--- config.mk ---
export PLATFORM = sky130hd
export DESIGN_NAME = lsu_ctrl_flat
export DESIGN_NICKNAME = d
export VERILOG_FILES = /design/src/rtl/lsu_pkg.sv /design/src/rtl/lsu_if.sv /design/src/rtl/lsu_align.sv /design/src/rtl/lsu_ctrl.sv /design/src/flat_wrapper.sv
export SDC_FILE = /design/constraint.sdc
export NUM_CORES = 1
export LEC_CHECK = 0
export ABC_AREA = 1
export CAP_MARGIN = 0
export CORE_MARGIN = 10
export CORE_UTILIZATION = 50
export DETAILED_ROUTE_END_ITERATION = 8
export PLACE_DENSITY = 0.87
export SYNTH_ARGS = -nofsm -noshare
export SYNTH_HDL_FRONTEND = slang
export SYNTH_HIERARCHICAL = 1
export SYNTH_SLANG_ARGS = --single-unit
--- constraint.sdc ---
create_clock -name clk -period 4.9 [get_ports clk]
set_input_delay 0.98 -clock clk [delete_from_list [all_inputs] [get_ports clk]]
set_output_delay 0.98 -clock clk [all_outputs]
set_load 0.05 [all_outputs]
--- src/rtl/lsu_pkg.sv ---
// Shared constants and types for the RV32I load/store controller.
// Opcodes, funct3 codes, byte-enable base patterns and FSM states.
package lsu_pkg;

    localparam logic [6:0] OP_LOAD  = 7'b0000011;
    localparam logic [6:0] OP_STORE = 7'b0100011;

    typedef enum logic [2:0] {
        F3_B  = 3'b000,
        F3_H  = 3'b001,
        F3_W  = 3'b010,
        F3_BU = 3'b100,
        F3_HU = 3'b101
    } funct3_e;

    typedef enum logic [3:0] {
        BE_SB = 4'b0001,
        BE_SH = 4'b0011,
        BE_SW = 4'b1111
    } be_base_e;

    typedef enum logic [1:0] {
        S_IDLE,
        S_REQ,
        S_WAIT,
        S_DONE
    } state_e;

endpackage

--- src/rtl/lsu_if.sv ---
// Execute-side, data-memory and writeback signals of the load/store controller.
// master is the controller's view; slave is the surrounding pipeline and memory.
interface lsu_if;

    logic        ex_valid;
    logic        ex_ready;
    logic [31:0] ex_instr;
    logic [31:0] ex_addr;
    logic [31:0] ex_wdata;

    logic        mem_req;
    logic        mem_gnt;
    logic [31:0] mem_addr;
    logic        mem_we;
    logic [3:0]  mem_be;
    logic [31:0] mem_wdata;
    logic        mem_rvalid;
    logic [31:0] mem_rdata;

    logic        wb_valid;
    logic [31:0] wb_data;
    logic        wb_err;

    modport master (
        input  ex_valid, ex_instr, ex_addr, ex_wdata,
        input  mem_gnt, mem_rvalid, mem_rdata,
        output ex_ready,
        output mem_req, mem_addr, mem_we, mem_be, mem_wdata,
        output wb_valid, wb_data, wb_err
    );

    modport slave (
        output ex_valid, ex_instr, ex_addr, ex_wdata,
        output mem_gnt, mem_rvalid, mem_rdata,
        input  ex_ready,
        input  mem_req, mem_addr, mem_we, mem_be, mem_wdata,
        input  wb_valid, wb_data, wb_err
    );

endinterface

--- src/rtl/lsu_align.sv ---
// Combinational lane logic: byte enables, store-data replication, load extraction
// and legality/alignment decode for one access.
module lsu_align
    import lsu_pkg::*;
(
    input  logic [6:0]  opcode,
    input  logic [2:0]  funct3,
    input  logic [1:0]  addr_lo,
    input  logic [31:0] wdata,
    input  logic [31:0] rdata,
    output logic [3:0]  be,
    output logic [31:0] wdata_rep,
    output logic [31:0] rdata_ext,
    output logic        misaligned,
    output logic        illegal
);

    logic        is_load;
    logic        is_store;
    logic [15:0] shifted;

    assign is_load  = (opcode == OP_LOAD);
    assign is_store = (opcode == OP_STORE);
    assign shifted  = 16'(rdata >> {addr_lo, 3'b000});

    always_comb begin
        // NOTE: every output gets a default first, so no path through the cases infers a latch.
        be         = '0;
        wdata_rep  = wdata;
        rdata_ext  = '0;
        misaligned = 1'b0;
        illegal    = 1'b1;

        case (funct3[1:0])
            2'b00: begin
                be        = 4'(BE_SB) << addr_lo;
                wdata_rep = {4{wdata[7:0]}};
            end
            2'b01: begin
                be         = 4'(BE_SH) << addr_lo;
                wdata_rep  = {2{wdata[15:0]}};
                misaligned = addr_lo[0];
            end
            2'b10: begin
                be         = BE_SW;
                misaligned = |addr_lo;
            end
            default: ;
        endcase

        case (funct3)
            F3_B:    rdata_ext = {{24{shifted[7]}}, shifted[7:0]};
            F3_H:    rdata_ext = {{16{shifted[15]}}, shifted};
            F3_W:    rdata_ext = rdata;
            F3_BU:   rdata_ext = {24'b0, shifted[7:0]};
            F3_HU:   rdata_ext = {16'b0, shifted};
            default: ;
        endcase

        // Loads always fetch the whole word and pick lanes on the way back.
        if (is_load) begin
            be      = BE_SW;
            illegal = !(funct3 inside {F3_B, F3_H, F3_W, F3_BU, F3_HU});
        end else if (is_store) begin
            illegal = !(funct3 inside {F3_B, F3_H, F3_W});
        end
    end

endmodule

--- src/rtl/lsu_ctrl.sv ---
// Single-outstanding load/store sequencer: op latch, REQ/WAIT/DONE FSM with
// registered outputs, and a gnt/rvalid timeout counter.
module lsu_ctrl
    import lsu_pkg::*;
#(
    parameter int RSP_TIMEOUT = 255,
    parameter int CNT_W       = 8
) (
    input  logic  clk,
    input  logic  rst,
    lsu_if.master bus,
    output logic  busy
);

    localparam bit               TO_EN   = (RSP_TIMEOUT != 0);
    localparam logic [CNT_W-1:0] TO_LAST = CNT_W'(RSP_TIMEOUT - 1);

    state_e           state;
    logic [CNT_W-1:0] cnt;
    logic [6:0]       op_opcode;
    logic [2:0]       op_funct3;
    logic [1:0]       op_addr_lo;

    logic             idle;
    logic             timeout_hit;
    logic [6:0]       al_opcode;
    logic [2:0]       al_funct3;
    logic [1:0]       al_addr_lo;
    logic [3:0]       al_be;
    logic [31:0]      al_wdata;
    logic [31:0]      al_rdata;
    logic             al_misaligned;
    logic             al_illegal;
    logic             unused_instr;

    // The lane logic decodes the incoming op while idle and the latched op afterwards.
    assign idle         = (state == S_IDLE);
    assign al_opcode    = idle ? bus.ex_instr[6:0]   : op_opcode;
    assign al_funct3    = idle ? bus.ex_instr[14:12] : op_funct3;
    assign al_addr_lo   = idle ? bus.ex_addr[1:0]    : op_addr_lo;
    assign timeout_hit  = TO_EN && (cnt == TO_LAST);
    assign unused_instr = ^{bus.ex_instr[31:15], bus.ex_instr[11:7]};

    lsu_align u_align (
        .opcode     (al_opcode),
        .funct3     (al_funct3),
        .addr_lo    (al_addr_lo),
        .wdata      (bus.ex_wdata),
        .rdata      (bus.mem_rdata),
        .be         (al_be),
        .wdata_rep  (al_wdata),
        .rdata_ext  (al_rdata),
        .misaligned (al_misaligned),
        .illegal    (al_illegal)
    );

    always_ff @(posedge clk) begin
        // NOTE: sequential state uses non-blocking assignments only, so every reader sees pre-edge values.
        if (rst) begin
            state         <= S_IDLE;
            cnt           <= '0;
            op_opcode     <= '0;
            op_funct3     <= '0;
            op_addr_lo    <= '0;
            busy          <= 1'b0;
            bus.ex_ready  <= 1'b1;
            bus.mem_req   <= 1'b0;
            bus.mem_addr  <= '0;
            bus.mem_we    <= 1'b0;
            bus.mem_be    <= '0;
            bus.mem_wdata <= '0;
            bus.wb_valid  <= 1'b0;
            bus.wb_data   <= '0;
            bus.wb_err    <= 1'b0;
        end else begin
            unique case (state)
                S_IDLE: if (bus.ex_valid) begin
                    busy         <= 1'b1;
                    bus.ex_ready <= 1'b0;
                    op_opcode    <= bus.ex_instr[6:0];
                    op_funct3    <= bus.ex_instr[14:12];
                    op_addr_lo   <= bus.ex_addr[1:0];
                    if (al_illegal || al_misaligned) begin
                        state        <= S_DONE;
                        bus.wb_valid <= 1'b1;
                        bus.wb_err   <= 1'b1;
                        bus.wb_data  <= '0;
                    end else begin
                        state         <= S_REQ;
                        cnt           <= '0;
                        bus.mem_req   <= 1'b1;
                        bus.mem_addr  <= {bus.ex_addr[31:2], 2'b00};
                        bus.mem_we    <= (bus.ex_instr[6:0] == OP_STORE);
                        bus.mem_be    <= al_be;
                        bus.mem_wdata <= al_wdata;
                    end
                end
                S_REQ: if (bus.mem_gnt) begin
                    bus.mem_req <= 1'b0;
                    if (op_opcode != OP_LOAD || bus.mem_rvalid) begin
                        state        <= S_DONE;
                        bus.wb_valid <= 1'b1;
                        bus.wb_err   <= 1'b0;
                        bus.wb_data  <= (op_opcode == OP_LOAD) ? al_rdata : '0;
                    end else begin
                        state <= S_WAIT;
                        cnt   <= '0;
                    end
                end else if (timeout_hit) begin
                    state        <= S_DONE;
                    bus.mem_req  <= 1'b0;
                    bus.wb_valid <= 1'b1;
                    bus.wb_err   <= 1'b1;
                    bus.wb_data  <= '0;
                end else begin
                    cnt <= cnt + 1'b1;
                end
                S_WAIT: if (bus.mem_rvalid) begin
                    state        <= S_DONE;
                    bus.wb_valid <= 1'b1;
                    bus.wb_err   <= 1'b0;
                    bus.wb_data  <= al_rdata;
                end else if (timeout_hit) begin
                    state        <= S_DONE;
                    bus.wb_valid <= 1'b1;
                    bus.wb_err   <= 1'b1;
                    bus.wb_data  <= '0;
                end else begin
                    cnt <= cnt + 1'b1;
                end
                S_DONE: begin
                    state        <= S_IDLE;
                    busy         <= 1'b0;
                    bus.ex_ready <= 1'b1;
                    bus.wb_valid <= 1'b0;
                    bus.wb_err   <= 1'b0;
                    bus.wb_data  <= '0;
                end
                default: state <= S_IDLE;
            endcase
        end
    end

endmodule

--- src/flat_wrapper.sv ---
// flat-port wrapper written by rule: the top's interface ports become plain ports
module lsu_ctrl_flat import lsu_pkg::*;
#(
    parameter int RSP_TIMEOUT = 255,
    parameter int CNT_W       = 8
)
  (clk, rst, busy, bus_ex_valid, bus_ex_instr, bus_ex_addr, bus_ex_wdata, bus_mem_gnt, bus_mem_rvalid, bus_mem_rdata, bus_ex_ready, bus_mem_req, bus_mem_addr, bus_mem_we, bus_mem_be, bus_mem_wdata, bus_wb_valid, bus_wb_data, bus_wb_err);
  lsu_if bus_i ();
  input  logic clk;
  input  logic rst;
  output logic busy;
  input wire logic [$bits(bus_i.ex_valid)-1:0] bus_ex_valid;
  input wire logic [$bits(bus_i.ex_instr)-1:0] bus_ex_instr;
  input wire logic [$bits(bus_i.ex_addr)-1:0] bus_ex_addr;
  input wire logic [$bits(bus_i.ex_wdata)-1:0] bus_ex_wdata;
  input wire logic [$bits(bus_i.mem_gnt)-1:0] bus_mem_gnt;
  input wire logic [$bits(bus_i.mem_rvalid)-1:0] bus_mem_rvalid;
  input wire logic [$bits(bus_i.mem_rdata)-1:0] bus_mem_rdata;
  output wire logic [$bits(bus_i.ex_ready)-1:0] bus_ex_ready;
  output wire logic [$bits(bus_i.mem_req)-1:0] bus_mem_req;
  output wire logic [$bits(bus_i.mem_addr)-1:0] bus_mem_addr;
  output wire logic [$bits(bus_i.mem_we)-1:0] bus_mem_we;
  output wire logic [$bits(bus_i.mem_be)-1:0] bus_mem_be;
  output wire logic [$bits(bus_i.mem_wdata)-1:0] bus_mem_wdata;
  output wire logic [$bits(bus_i.wb_valid)-1:0] bus_wb_valid;
  output wire logic [$bits(bus_i.wb_data)-1:0] bus_wb_data;
  output wire logic [$bits(bus_i.wb_err)-1:0] bus_wb_err;
  assign bus_i.ex_valid = bus_ex_valid;
  assign bus_i.ex_instr = bus_ex_instr;
  assign bus_i.ex_addr = bus_ex_addr;
  assign bus_i.ex_wdata = bus_ex_wdata;
  assign bus_i.mem_gnt = bus_mem_gnt;
  assign bus_i.mem_rvalid = bus_mem_rvalid;
  assign bus_i.mem_rdata = bus_mem_rdata;
  assign bus_ex_ready = bus_i.ex_ready;
  assign bus_mem_req = bus_i.mem_req;
  assign bus_mem_addr = bus_i.mem_addr;
  assign bus_mem_we = bus_i.mem_we;
  assign bus_mem_be = bus_i.mem_be;
  assign bus_mem_wdata = bus_i.mem_wdata;
  assign bus_wb_valid = bus_i.wb_valid;
  assign bus_wb_data = bus_i.wb_data;
  assign bus_wb_err = bus_i.wb_err;
  lsu_ctrl #(.RSP_TIMEOUT(RSP_TIMEOUT), .CNT_W(CNT_W)) u_core (.clk(clk), .rst(rst), .bus(bus_i), .busy(busy));
endmodule
### Word-level counts from Yosys, hierarchy flattened

Cells that the tools add are included.
W data, S select, Z words.

* output and inout port bits: 106
* input bits: 133
* bits in registers: 126

* mux-type cells: 53
* bitwise logic cells: 1
* add/subtract/negate cells: 1
* equality and inequality tests: 22
* reductions and logical operators: 19
* shift-type cells: 3

Operators with widths (count)
* $mux W32: 7
* $pmux W32 S5: 1
* $pmux W32 S4: 1
* $pmux W32 S2: 1
* $mux W8: 6
* $shr A32 B5 Y16: 1
* $pmux W8 S3: 1
* $mux W1: 19
* $eq A7 B2 Y1 const B: 2
* $eq A7 B6 Y1 const B: 2
* $mux W2: 6
* $pmux W4 S3: 1
* $add A8 B1 Y8 const B: 1
* $eq A8 B8 Y1 const B: 1
* $ne A2 B2 Y1 const B: 4
* $pmux W1 S2: 4
* $pmux W1 S4: 2
* $pmux W2 S4: 1
* $mux W7: 1
* $ne A7 B2 Y1 const B: 1
* $eq A2 B2 Y1 const B: 3
* $eq A3 B3 Y1 const B: 2
* $ne A3 B2 Y1 const B: 2
* $reduce_and A3 Y1: 2
* other kinds (20): 27

### Depth between registers and ports, before layout

* depth after elaboration: 11
* mapped depth: 21
* gate-level depth less buffers: 18

### Hierarchy

Netlist, hierarchy kept.

By module, submodules not included
* lsu_ctrl: cells an instance 801, times used 1, area each 5652.9 um^2, seq. area each 2522.4 um^2
* lsu_align: cells an instance 315, times used 1, area each 1457.6 um^2, seq. area each 0.0 um^2

### Worst setup path before layout

OpenSTA, ideal clock, no wires.

* path kind: flip-flop to flip-flop
* start point: reg u_core.state[0]
* end point: reg u_core.cnt[4]
* period minus slack after synthesis: 3.154 ns
* path buffers: 2
* stages on the path, launching flop included: 20
* required time: 4.785 ns
* path slack: 1.746 ns
* arrival time: 3.039 ns
* cell sequence: dfxtp_1 inv_1 ha_1 buf_6 clkbuf_1 nand2_1 o21ai_0 inv_1 ha_1 clkinv_1 nand2_1 nand2_1 nand3_1 o211ai_1 nor2_2 o21ai_1 nor2_4 nand3_1 a21oi_1 nor2_1

* longest elaborated chain between the ends: 10
* elaborated cells between the ends (all ways): 31
* classes of those cells: eq/ne: 14; mux: 7; reduce/logical: 10

Ends and longest elaborated chain
* from (decl): RTL line lsu_ctrl.sv:18 `state_e state;`
* from (signal assigned): RTL line lsu_ctrl.sv:60 `state <= S_IDLE;`
* from (signal assigned): RTL line lsu_ctrl.sv:84 `state <= S_DONE;`
* from (signal assigned): RTL line lsu_ctrl.sv:89 `state <= S_REQ;`
* $logic_not A2 Y1 *: RTL line lsu_ctrl.sv:37 `assign idle = (state == S_IDLE);`
* $mux W3 *: RTL line lsu_ctrl.sv:39 `assign al_funct3 = idle ? bus.ex_instr[14:12] : op_funct3;`
* via u_core.al_funct3[1]: RTL line lsu_ctrl.sv:27 `logic [2:0] al_funct3;`
* $eq A3 B1 Y1 (tied with other cells): RTL line lsu_align.sv:63, lsu_align.sv:65
* $reduce_bool A3 Y1: RTL line lsu_align.sv:65 `illegal = !(funct3 inside {F3_B, F3_H, F3_W});`
* $logic_not A1 Y1: RTL line lsu_align.sv:65
* $mux W1: RTL line lsu_align.sv:64 `end else if (is_store) begin`
* $mux W1 *: RTL line lsu_align.sv:61 `if (is_load) begin`
* via u_core.al_illegal: RTL line lsu_ctrl.sv:33 `logic al_illegal;`
* $logic_or A1 B1 Y1 *: RTL line lsu_ctrl.sv:83 `if (al_illegal || al_misaligned) begin`
* $ne A2 B2 Y1 (no source line) *
* $reduce_and A5 Y1 (no source line) *
* to (signal assigned): RTL line lsu_ctrl.sv:116 `cnt <= cnt + 1'b1;`
* to (signal assigned): RTL line lsu_ctrl.sv:129 `cnt <= cnt + 1'b1;`
* to (decl): RTL line lsu_ctrl.sv:19 `logic [CNT_W-1:0] cnt;`

The timed path passes the listed nets; every way through them passes the cells marked *.
A chain may end at the register's enable or synchronous reset.

### Worst setup path after layout

* start point: reg u_core.state[1]
* end point: reg u_core.bus.wb_data[4]

* longest elaborated chain between the ends: 10
* elaborated cells between the ends (all ways): 36
* classes of those cells: eq/ne: 14; shift: 1; mux: 12; reduce/logical: 9

Ends and longest elaborated chain
* $logic_not A2 Y1 *: RTL line lsu_ctrl.sv:37
* $mux W3 *: RTL line lsu_ctrl.sv:39
* via u_core.al_funct3[0]: RTL line lsu_ctrl.sv:27
* $eq A3 B1 Y1 (tied with other cells): RTL line lsu_align.sv:63, lsu_align.sv:65
* $reduce_bool A3 Y1: RTL line lsu_align.sv:65
* $logic_not A1 Y1: RTL line lsu_align.sv:65
* $mux W1: RTL line lsu_align.sv:64
* $mux W1 *: RTL line lsu_align.sv:61
* via u_core.al_illegal: RTL line lsu_ctrl.sv:33
* $logic_or A1 B1 Y1 *: RTL line lsu_ctrl.sv:83
* $ne A2 B2 Y1 (no source line) *
* $reduce_and A3 Y1 (no source line) *
* to (signal assigned): RTL line lsu_ctrl.sv:104 `bus.wb_data <= (op_opcode == OP_LOAD) ? al_rdata : '0;`
* to (signal assigned): RTL line lsu_ctrl.sv:122 `bus.wb_data <= al_rdata;`
* to (decl): RTL line lsu_if.sv:29 `output wb_valid, wb_data, wb_err`

The timed path passes the listed nets; every way through them passes the cells marked *. The select of a mux whose other input is x is not followed.

==> flow_metrics.env <==
export IMPL_final_std_cells_w_o_fill=1477
export IMPL_port_buffers=214
export IMPL_drt_pre_antenna_iters=6
export IMPL_drt_total_wl_mm=23.7
export IMPL_clkLatencyLatePin_ns=0.42
export IMPL_post_cts_resize_count=0
export IMPL_cp_delay_by_family_top="simple AND/OR/NAND/NOR gates"
export IMPL_wp_buf_inv=3
export IMPL_timing_slew_headroom_pct=24.8
export IMPL_boundaryPins=239
export IMPL_post_synth_and_or_nand_nor_area_fraction_pct=35.7
export IMPL_synth_seq_cells=126
export IMPL_synth_compound_area_share_pct=15.7
export IMPL_cts_max_path_buffers=2
export IMPL_global_route_wire_length_before_repair_mm=37.6
export IMPL_setup_worst_path_start_class="flip-flop"
export IMPL_row_count=43
export IMPL_final_min_period_over_clock_period_pct=82.9
export IMPL_run_status="complete, no violations"
export IMPL_post_cts_setup_buffer_count=0
export IMPL_hpwl_after_detailed_placement_mm=16.6
export IMPL_num_vias=7829
export IMPL_clockRootBuffer="sky130_fd_sc_hd__clkbuf_16"
export IMPL_drive_above_1_share_pct=7.40
export IMPL_h_tree_depth=4
export IMPL_post_synth_instance_area_um2=7110
export IMPL_worstRegToRegCells=16
export IMPL_timing_final_hold_violations=0
export IMPL_place_inst=1445
export IMPL_fp_dieW_um=139
export IMPL_seq_area_frac_synth_pct=35.5
export IMPL_drv_max_cap_violation_count=0
export IMPL_critical_path_arrival_ns=4.40
export IMPL_netlist_instances=1116
export IMPL_timing_critical_path_slowest_stage_cell="sky130_fd_sc_hd__nor2_8"
export IMPL_powerDensity_nw_per_um2=476
export IMPL_post_drt_wl_per_cell_um=16.0
export IMPL_min_path_type="flip-flop to flip-flop"
export IMPL_detail_route_drc_violations=0
export IMPL_cp_cell_sequence="inv_1, ha_1, o21ai_0, inv_1, ha_1, inv_2, nand2_1, nand2_1, nand3_1, o211ai_1, nor2_2, a21oi_2, nand2_4, nor2_8, nand2_1, a21oi_1"
export IMPL_tmin_final_ns=4.06
export IMPL_layout_nets=1428
export IMPL_count_of_cell_instances_traversed_by_the_critical_path=16
export IMPL_synth_adder_area_share_pct=1.94
export IMPL_antenna_cells=0
export IMPL_worst_setup_path_end_kind="flip-flop"
export IMPL_cts_hold_fix_buffers=0
export IMPL_worstPathMaxFanout=36
export IMPL_yosys_cell_types_count=36
export IMPL_skew_ns=0.0103
export IMPL_p_leak_nw=3.98
export IMPL_post_drt_antenna_nets=0
export IMPL_critical_path_max_stage_delay_ns=0.54
export IMPL_cell_mode_on_critical_path="sky130_fd_sc_hd__nand2_1"
export IMPL_layout_common_cells="sky130_fd_sc_hd__nand2_1, sky130_fd_sc_hd__clkdlybuf4s50_1, sky130_fd_sc_hd__dfxtp_1, sky130_fd_sc_hd__a21oi_1, sky130_fd_sc_hd__nand3_1"
export IMPL_dieArea_um2=19400
export IMPL_tritoncts="built"
export IMPL_synthesis_area_per_instance_um2=6.37
export IMPL_drt_iter0_markers=923
export IMPL_dieHeight_um=139
export IMPL_totalNegativeSetupSlack_ns=0
export IMPL_ys_warnings_count=6
export IMPL_gp_congestion=0.886
export IMPL_worst_endpoint_required_ns=5.24
export IMPL_timing_worst_slew_pin_value_ns=1.12
export IMPL_slew_violations=0
export IMPL_criticalPathCategory="flip-flop to flip-flop"
export IMPL_pre_cts_ws_ns=0.467
export IMPL_antenna_found_initial=0
export IMPL_numCtsBuffers=17
export IMPL_grt_setup_unrepaired="false"
export IMPL_grt_start_max_net_pins=68
export IMPL_flow_area_growth_from_synthesis_pct=37.0
export IMPL_layout_commonest_cell="sky130_fd_sc_hd__nand2_1"
export IMPL_starting_density_pct=51.2
export IMPL_worst_r2r_setup_slack_ns=0.84
export IMPL_irDropWorstVdd_uv=295
export IMPL_grt_overflow_total=0
export IMPL_setup_violations_final=0
export IMPL_vias_in_the_first_global_route=7181
export IMPL_clock_fmax_ghz=0.246
export IMPL_number_of_instances_on_the_worst_hold_path=2
export IMPL_avgViaCountPerCell=5.30
export IMPL_yosys_area_share_xor_xnor_pct=0.123
export IMPL_clock_sink_count=126
export IMPL_synth_mux_area_share_pct=0
export IMPL_clk_pin_slew_worst_paths_ns=0.06
export IMPL_synth_top_family_by_area="simple AND/OR/NAND/NOR gates"
export IMPL_post_route_worst_setup_slack_ns=0.838
export IMPL_grt_usage_pct=23.2
export IMPL_fp_coreArea_um2=13900
[tightest hold or removal path: cells and delay by family (launching register included)]
family / cells / cell delay (ns)
flops: 1 / 0.31
buf+inv: 1 / 0.05
compound gates: 1 / 0.05
[kinds of logic (layout without fill, tap and decap cells)]
family,count (synthesis),after routing
AO/OA/AOI/OAI,207,207
XOR/XNOR,1,1
adder cells (fa/ha/maj),11,11
buffers and inverters,166,346
flip-flops,126,126
other,1,2
AND/OR/NAND/NOR,604,604
[report_power, final]
group / total, mW / switching, mW / internal [mW]
clock network: 1.33 / 0.503 / 0.825
logic: 2.14 / 1.49 / 0.651
registers: 1.17 / 0.0591 / 1.11
total: 4.63 / 2.05 / 2.58
[state kept, by name (all words and copies together) (netlist names), 2 cells and up]
| name | flops |
|---|---|
| u_core/bus.mem_be | 4 |
| u_core/op_funct3 | 3 |
| u_core/op_opcode | 7 |
| u_core/bus.wb_data | 32 |
| u_core/bus.mem_wdata | 32 |
| u_core/bus.mem_addr | 30 |
| u_core/cnt | 8 |
| u_core/state | 2 |
| u_core/op_addr_lo | 2 |
[metrics by stage]
step | instance area (um2) | power (mW) | utilization [%] | hold slack, ns
after detailed placement | 9120 | 3.28 | 65.7 | 0.443
after global placement | 9120 | 3.25 | 65.7 | 0.435
after CTS | 9740 | 4.62 | 70.2 | 0.454
after floorplan | 7110 | 2.83 | - | 0.424
final | 9740 | 4.63 | 70.2 | 0.452
after global routing | 9740 | 4.93 | 70.2 | 0.457
[final timing paths]
path / end / from
setup reg to reg: u_core/bus.wb_data[4] / u_core/state[1]
hold / removal: u_core/bus.wb_valid / u_core/bus.wb_valid
hold reg to reg: u_core/bus.wb_valid / u_core/bus.wb_valid
setup / recovery: u_core/bus.wb_data[4] / u_core/state[1]
[layout make-up]
class,count,area (um2)
clock buffers,19,443
multi-input cells,825,3810
well taps,180,225
clock inverters,13,178
inverters,92,348
repair buffers,222,2210
flip-flops and latches,126,2520
fillers,1165,4140
[synthesized netlist by cell type, drive strengths merged]
cell,number,share of area (%)
o21ai,69,5.1
clkinv,1,0.053
nor2,46,3.2
dfxtp,126,35
conb,1,0.053
nand2,454,25
or2,1,0.088
buf,51,4.9
nand3,91,6.7
a21boi,1,0.11
ha,11,1.9
inv,91,4.8
nor3,3,0.21
a21oi,126,9.5
nand4,7,0.62
o22ai,9,0.79
nand3b,2,0.21
xnor2,1,0.12
clkbuf,23,1.2
a31oi,1,0.088
o211ai,1,0.11
[routing by layer]
| metal | share of wire, % | up-vias | GRT usage, % |
|---|---|---|---|
| met4 | 1.9 | 0 | 7.52 |
| li1 | - | 3889 | - |
| met5 | 0 | - | 0 |
| met3 | 7.6 | 33 | 5.21 |
| met1 | 40 | 3565 | 28.1 |
| met2 | 50 | 342 | 39.7 |
(Power assumes the default switching activity.)
